## src/rtl/icetap_dump_if.sv

```systemverilog
// Scan-side bundle between icetap_dump, the capture RAM read port and the
// host byte transmitter.
interface icetap_dump_if #(
  parameter int NR_SIGNALS = 16
);
  logic                  read_req_first;
  logic                  read_req_next;
  logic [NR_SIGNALS-1:0] read_data;
  logic [7:0]            out_data;
  logic                  out_valid;
  logic                  out_ready;

  modport master (
    output read_req_first, read_req_next, out_data, out_valid,
    input  read_data, out_ready
  );

  modport slave (
    input  read_req_first, read_req_next, out_data, out_valid,
    output read_data, out_ready
  );
endinterface

```

## src/rtl/icetap_dump.sv

```systemverilog
// Readout sequencer: walks the capture RAM from start_addr to stop_addr and
// streams a framed byte dump (5-byte header, then samples LSB byte first).
module icetap_dump #(
  parameter int NR_SIGNALS   = 16,
  parameter int RECORD_DEPTH = 256,
  parameter int READ_LATENCY = 2
) (
  input  logic                            scan_clk,
  input  logic                            scan_reset,
  input  logic [1:0]                      capture_state,
  input  logic [$clog2(RECORD_DEPTH)-1:0] start_addr,
  input  logic [$clog2(RECORD_DEPTH)-1:0] trigger_addr,
  input  logic [$clog2(RECORD_DEPTH)-1:0] stop_addr,
  input  logic                            dump_start,
  input  logic                            abort,
  output logic                            busy,
  output logic                            done,
  icetap_dump_if.master                   bus
);
  localparam int AW = $clog2(RECORD_DEPTH);
  localparam int B  = (NR_SIGNALS + 7) / 8;
  localparam int SW = B * 8;
  localparam int IW = $clog2(B > 5 ? B : 5) + 1;
  localparam int LW = $clog2(READ_LATENCY + 1) + 1;

  typedef enum logic [2:0] {
    S_IDLE, S_HDR, S_SEEK, S_WAIT, S_SEND, S_DONE
  } state_t;

  state_t          state_q, state_d;
  logic [15:0]     n_q, n_d, t_q, t_d, rem_q, rem_d;
  logic [AW-1:0]   start_q, start_d, seek_q, seek_d;
  logic [LW-1:0]   lat_q, lat_d;
  logic [IW-1:0]   idx_q, idx_d;
  logic [SW-1:0]   smp_q, smp_d;
  logic [7:0]      data_q, data_d;
  logic            valid_q, valid_d, first_q, first_d, next_q, next_d;
  logic            busy_q, busy_d, done_q, done_d;

  logic [AW-1:0]   span, toff;
  logic [SW-1:0]   ext, shifted;
  logic            xfer;

  assign span    = stop_addr - start_addr;
  assign toff    = trigger_addr - start_addr;
  assign ext     = SW'(bus.read_data);
  assign shifted = smp_q >> 8;
  assign xfer    = valid_q && bus.out_ready;

  always_ff @(posedge scan_clk or posedge scan_reset) begin
    if (scan_reset) begin
      state_q <= S_IDLE;
      n_q     <= '0;
      t_q     <= '0;
      rem_q   <= '0;
      start_q <= '0;
      seek_q  <= '0;
      lat_q   <= '0;
      idx_q   <= '0;
      smp_q   <= '0;
      data_q  <= '0;
      valid_q <= 1'b0;
      first_q <= 1'b0;
      next_q  <= 1'b0;
      busy_q  <= 1'b0;
      done_q  <= 1'b0;
    end else begin
      state_q <= state_d;
      n_q     <= n_d;
      t_q     <= t_d;
      rem_q   <= rem_d;
      start_q <= start_d;
      seek_q  <= seek_d;
      lat_q   <= lat_d;
      idx_q   <= idx_d;
      smp_q   <= smp_d;
      data_q  <= data_d;
      valid_q <= valid_d;
      first_q <= first_d;
      next_q  <= next_d;
      busy_q  <= busy_d;
      done_q  <= done_d;
    end
  end

  always_comb begin
    state_d = state_q;
    n_d     = n_q;
    t_d     = t_q;
    rem_d   = rem_q;
    start_d = start_q;
    seek_d  = seek_q;
    lat_d   = lat_q;
    idx_d   = idx_q;
    smp_d   = smp_q;
    data_d  = data_q;
    valid_d = valid_q;
    busy_d  = busy_q;
    first_d = 1'b0;
    next_d  = 1'b0;
    done_d  = 1'b0;

    case (state_q)
      S_IDLE: begin
        if (dump_start && capture_state == 2'd0) begin
          state_d = S_HDR;
          busy_d  = 1'b1;
          valid_d = 1'b1;
          data_d  = 8'hA5;
          idx_d   = '0;
          n_d     = 16'(span) + 16'd1;
          rem_d   = 16'(span) + 16'd1;
          t_d     = 16'(toff);
          start_d = start_addr;
        end
      end
      S_HDR: begin
        if (xfer) begin
          if (idx_q == IW'(4)) begin
            valid_d = 1'b0;
            first_d = 1'b1;
            seek_d  = start_q;
            state_d = S_SEEK;
          end else begin
            idx_d = idx_q + 1'b1;
            case (idx_q)
              IW'(0):  data_d = n_q[7:0];
              IW'(1):  data_d = n_q[15:8];
              IW'(2):  data_d = t_q[7:0];
              default: data_d = t_q[15:8];
            endcase
          end
        end
      end
      // WAIT is entered one cycle after the last SEEK request but on the
      // request cycle itself from SEND, hence the different counter seeds.
      S_SEEK: begin
        if (seek_q != '0) begin
          next_d = 1'b1;
          seek_d = seek_q - 1'b1;
        end else begin
          lat_d   = LW'(1);
          state_d = S_WAIT;
        end
      end
      S_WAIT: begin
        if (lat_q == LW'(READ_LATENCY)) begin
          smp_d   = ext;
          data_d  = ext[7:0];
          valid_d = 1'b1;
          idx_d   = '0;
          state_d = S_SEND;
        end else begin
          lat_d = lat_q + 1'b1;
        end
      end
      S_SEND: begin
        if (xfer) begin
          if (idx_q == IW'(B - 1)) begin
            valid_d = 1'b0;
            rem_d   = rem_q - 16'd1;
            if (rem_q == 16'd1) begin
              done_d  = 1'b1;
              state_d = S_DONE;
            end else begin
              next_d  = 1'b1;
              lat_d   = '0;
              state_d = S_WAIT;
            end
          end else begin
            idx_d  = idx_q + 1'b1;
            smp_d  = shifted;
            data_d = shifted[7:0];
          end
        end
      end
      S_DONE: begin
        busy_d  = 1'b0;
        state_d = S_IDLE;
      end
      default: state_d = S_IDLE;
    endcase

    if (abort && state_q != S_IDLE) begin
      state_d = S_IDLE;
      busy_d  = 1'b0;
      valid_d = 1'b0;
      first_d = 1'b0;
      next_d  = 1'b0;
      done_d  = 1'b0;
    end
  end

  assign bus.out_data       = data_q;
  assign bus.out_valid      = valid_q;
  assign bus.read_req_first = first_q;
  assign bus.read_req_next  = next_q;
  assign busy               = busy_q;
  assign done               = done_q;
endmodule

```

## src/flat_wrapper.sv

```systemverilog
// flat-port wrapper written by rule: the top's interface ports become plain ports
module icetap_dump_flat 
#(
  parameter int NR_SIGNALS   = 16,
  parameter int RECORD_DEPTH = 256,
  parameter int READ_LATENCY = 2
)
  (scan_clk, scan_reset, capture_state, start_addr, trigger_addr, stop_addr, dump_start, abort, busy, done, bus_read_req_first, bus_read_req_next, bus_out_data, bus_out_valid, bus_read_data, bus_out_ready);
  icetap_dump_if #(.NR_SIGNALS(NR_SIGNALS)) bus_i ();
  input  logic scan_clk;
  input  logic scan_reset;
  input  logic [1:0] capture_state;
  input  logic [$clog2(RECORD_DEPTH)-1:0] start_addr;
  input  logic [$clog2(RECORD_DEPTH)-1:0] trigger_addr;
  input  logic [$clog2(RECORD_DEPTH)-1:0] stop_addr;
  input  logic dump_start;
  input  logic abort;
  output logic busy;
  output logic done;
  output wire logic [$bits(bus_i.read_req_first)-1:0] bus_read_req_first;
  output wire logic [$bits(bus_i.read_req_next)-1:0] bus_read_req_next;
  output wire logic [$bits(bus_i.out_data)-1:0] bus_out_data;
  output wire logic [$bits(bus_i.out_valid)-1:0] bus_out_valid;
  input wire logic [$bits(bus_i.read_data)-1:0] bus_read_data;
  input wire logic [$bits(bus_i.out_ready)-1:0] bus_out_ready;
  assign bus_read_req_first = bus_i.read_req_first;
  assign bus_read_req_next = bus_i.read_req_next;
  assign bus_out_data = bus_i.out_data;
  assign bus_out_valid = bus_i.out_valid;
  assign bus_i.read_data = bus_read_data;
  assign bus_i.out_ready = bus_out_ready;
  icetap_dump #(.NR_SIGNALS(NR_SIGNALS), .RECORD_DEPTH(RECORD_DEPTH), .READ_LATENCY(READ_LATENCY)) u_core (.scan_clk(scan_clk), .scan_reset(scan_reset), .capture_state(capture_state), .start_addr(start_addr), .trigger_addr(trigger_addr), .stop_addr(stop_addr), .dump_start(dump_start), .abort(abort), .busy(busy), .done(done), .bus(bus_i));
endmodule
```

## config.mk

```make
export PLATFORM = sky130hd
export DESIGN_NAME = icetap_dump_flat
export DESIGN_NICKNAME = d
export VERILOG_FILES = /design/src/rtl/icetap_dump_if.sv /design/src/rtl/icetap_dump.sv /design/src/flat_wrapper.sv
export SDC_FILE = /design/constraint.sdc
export NUM_CORES = 1
export LEC_CHECK = 0
export ABC_AREA = 0
export BUFFER_PORTS_ARGS = -buffer_cell sky130_fd_sc_hd__buf_2
export CAP_MARGIN = 10
export CORE_UTILIZATION = 63
export DETAILED_ROUTE_END_ITERATION = 12
export PLACE_DENSITY = 0.92
export SYNTH_ARGS = -nofsm -noshare
export SYNTH_HDL_FRONTEND = slang
export SYNTH_SLANG_ARGS = --single-unit
```

## constraint.sdc

```tcl
create_clock -name scan_clk -period 3.42 [get_ports scan_clk]
set_input_delay 0.171 -clock scan_clk [delete_from_list [all_inputs] [get_ports scan_clk]]
set_output_delay 0.171 -clock scan_clk [all_outputs]
set_load 0.05 [all_outputs]
```

==> summary.txt <==
Cts hold-fix bufs -> 0
Fin nets -> 693
RSZ-0062 raised after global routing -> no
Placer Congestion -> 0.908
Status -> complete, no violations
HP Class -> primary input to flop
Area growth, synth to finish -> 11.3%
FILL cells -> 524
VDD IR max -> 449 uV
Sequential area share after synthesis -> 40.5%
Via count of the first global-routing pass -> 4,357
Worst skew pair latency -> 360 ps
Synth Flop Type -> dfrtp_1
Port Buf Inserts -> 59
Vias per Instance -> 6.22
Worst Setup SP -> u_core.idx_q[1]$_DFFE_PP0P_
Cell Area, Placed -> 5310 um^2
Startpoint types -> flop
Endpoints failing hold -> 0
Max-cap viol count -> 0
CTS tree -> yes
GRT Util Overall -> 31.0%
Final setup violation count -> 0
Setup CP Type -> flop to flop
Final HPWL DP -> 9.04 mm
Critical Path Fanout Max -> 16
Synth Register Bits -> 80
Slew @ Worst Pin -> 1100 ps
Core area -> 7410 um^2
Syn Inst Count -> 567
Fin crit period -> 2570 ps
CP max-delay cell -> or3b_1
CTS Buffer Depth -> 2
Power density cells -> 712 nW/um^2
Row count -> 31
GR Overflow Total -> 0
Die Wd -> 90.6 um
Setup Skew -> 16.0 ps
Crit. End Element -> flop
Post-Route Utilization -> 74.3%
Setup TNS -> 0 ps
Diode count -> 0
DIE HEIGHT -> 90.6 um
Final instance area -> 5500 um^2
Critical path cell sequence -> inv_1 -> ha_1 -> or3b_1 -> nor3_4 -> nor2_1 -> nor4_1 -> and3_1 -> a211oi_1
Die area -> 8200 um^2
Post-synth cell types -> 72
Initial Util -> 66.7%
Ys async rst share -> 100%
Cell leakage power -> 2.52 nW
Proportion of layout cells with a drive suffix above 1 -> 17.3%
Routed Antenna Nets -> 0
Tcrit/Tclk final -> 75.1%
Final slew viol count -> 0
Crit path buf inv count -> 1
Setup bufs post-CTS -> 0
Clk slew on worst S/H paths -> 90 ps
R2r startpoint -> u_core.idx_q[1]$_DFFE_PP0P_
Number of flops mapped to enable cells by yosys -> 0
Drt wl/cell -> 16.7 um
CP delay by family, top -> simple AND/OR/NAND/NOR gates
DR vias -> 4,498
First-pass GRT wire length -> 20.3 mm
TritonCTS buffer count -> 9
Worst EP required -> 3660 ps
CTS H-tree lvls -> 3
CP Data Arrival Time -> 2810 ps
Clk sinks -> 80
DRC -> 0
Largest stage delay on the critical path -> 490 ps
# IOs -> 60
F_max -> 389 MHz
Avg Synthesized Cell Area -> 8.72 um^2
Drt first pass iters -> 5
Relative slew slack -> 25.7%
PostCTS Resize Cnt -> 0
Largest net degree at the start of global routing -> 81
Root Driver -> clkbuf_8
YS warnings -> 0
Min-delay src -> bus_read_data[8]
Area of the mapped netlist -> 4940 um^2
Total wire length -> 12.1 mm
DRT iter0 DRCs -> 408
R2R setup slack -> 850 ps
Initial antenna violation count -> 0
Syn_nets -> 641
## layer usage
layer  global-route usage [%]  wire length [um]  vias to the layer above  part of all wire (%)
met5                        0                 0                        -                     0
met4                     14.0               373                        0                   3.1
met3                     5.64               730                       39                   6.0
met2                     50.8              6020                      189                    50
met1                     40.1              4950                     2134                    41
li1                         -                 -                     2136                     -
## synthesized netlist by cell type (6+ instances only)
| cell | number | area (um^2) |
|---|---|---|
| nor2_1 | 44 | 165 |
| o21ai_0 | 63 | 315 |
| nor3_1 | 17 | 85.1 |
| nor4_1 | 8 | 50.1 |
| clkbuf_1 | 16 | 60.1 |
| inv_1 | 31 | 116 |
| xor2_1 | 9 | 78.8 |
| a22o_1 | 8 | 70.1 |
| a22oi_1 | 12 | 90.1 |
| ha_1 | 25 | 313 |
| xnor2_1 | 12 | 105 |
| nor3b_1 | 6 | 45.0 |
| nor2b_1 | 10 | 62.6 |
| nand2_1 | 67 | 251 |
| dfrtp_1 | 80 | 2000 |
| buf_2 | 7 | 35.0 |
| a21oi_1 | 30 | 150 |
| nand3_1 | 16 | 80.1 |
## state kept, by name, summed over array words and instances (netlist names)
name	flops
u_core.rem_q	16
u_core.n_q	9
u_core.bus.out_data	8
u_core.seek_q	8
u_core.smp_q	8
u_core.start_q	8
u_core.t_q	8
u_core.idx_q	4
u_core.lat_q	3
u_core.state_q	3
u_core.bus.out_valid	1
u_core.bus.read_req_first	1
u_core.bus.read_req_next	1
u_core.busy	1
u_core.done	1
## metrics by stage
stage / hold slack (ps) / setup WS [ps] / instances / power (W)
detailed placement: 415 / 870 / 707 / 0.00321
global route: 46.6 / 651 / 723 / 0.00418
finish: 45.3 / 852 / 723 / 0.00392
global placement: 397 / 956 / 707 / 0.00311
CTS: 41.8 / 909 / 723 / 0.00388
floorplan: 234 / 1130 / 567 / 0.00278
## where the power goes
group	total, W	internal (W)	leakage [nW]	switching, W
Combinational	0.00162	0.000606	1.41	0.00102
Clock	0.000679	0.000307	0.0959	0.000372
Sequential	0.00162	0.00130	1.01	0.000316
Total	0.00392	0.00221	2.52	0.00171
## final timing paths
path / cells after the start / endpoint
max: 8 / u_core.rem_q[8]$_DFFE_PP0P_
min: 3 / u_core.smp_q[8]$_DFFE_PP0P_
max reg2reg: 8 / u_core.rem_q[8]$_DFFE_PP0P_
min reg2reg: 2 / u_core.n_q[1]$_DFFE_PP0P_
max in group asynchronous: 3 / u_core.bus.read_req_first$_DFF_PP0_
min in group asynchronous: 3 / u_core.smp_q[10]$_DFFE_PP0P_
## cells by family (layout without fill, tap and decap cells)
kind of cell / Yosys count / count (layout) / synth area share (%)
adders and majority gates: 28 / 28 / 7.34
AOI/OAI and AO/OA: 168 / 168 / 21.9
DFF: 80 / 80 / 40.5
and+or+nand+nor: 210 / 210 / 21.4
xor gates and xnor gates: 21 / 21 / 3.72
muxes: 3 / 3 / 0.683
buffers and inverters: 57 / 114 / 4.51
## worst min-delay path: cells and delay by family
kind            cells  cell delay [ps]
buf+inv             1               80
simple gates        1               50
compound gates      1               70
## layout make-up
type | count | area, um^2 | area share, %
multi-input cells | 430 | 2720 | 49.4
clock buffers | 11 | 151 | 2.75
inverters | 32 | 120 | 2.18
flip-flops and latches | 80 | 2000 | 36.4
clock inverters | 5 | 38.8 | 0.705
well taps | 99 | 124 | 2.25
repair buffers | 66 | 348 | 6.32
## placed cells by master, fill, tap and decap left out, types with 3 or more instances in the layout
master    count
and3_1        3
inv_1        30
xnor2_1      12
nor4_1        8
nand3_1      16
a22oi_1      12
a22o_1        8
a211oi_1      4
or3_1         5
o22a_1        5
nand4_1       5
or2_2         4
a31oi_1       4
nor2_1       44
xor2_1        9
nor3_1       17
nor2b_1      10
and2_1        4
o211ai_1      3
ha_1         25
o21ai_0      63
o21a_1        5
o21ai_1       4
buf_2        59
nor3b_1       6
clkbuf_8     11
o31ai_1       4
mux2_2        3
dfrtp_1      80
a21oi_1      30
nand2b_1      3
buf_4         7
nand2_1      67
(Power assumes the default switching activity.)
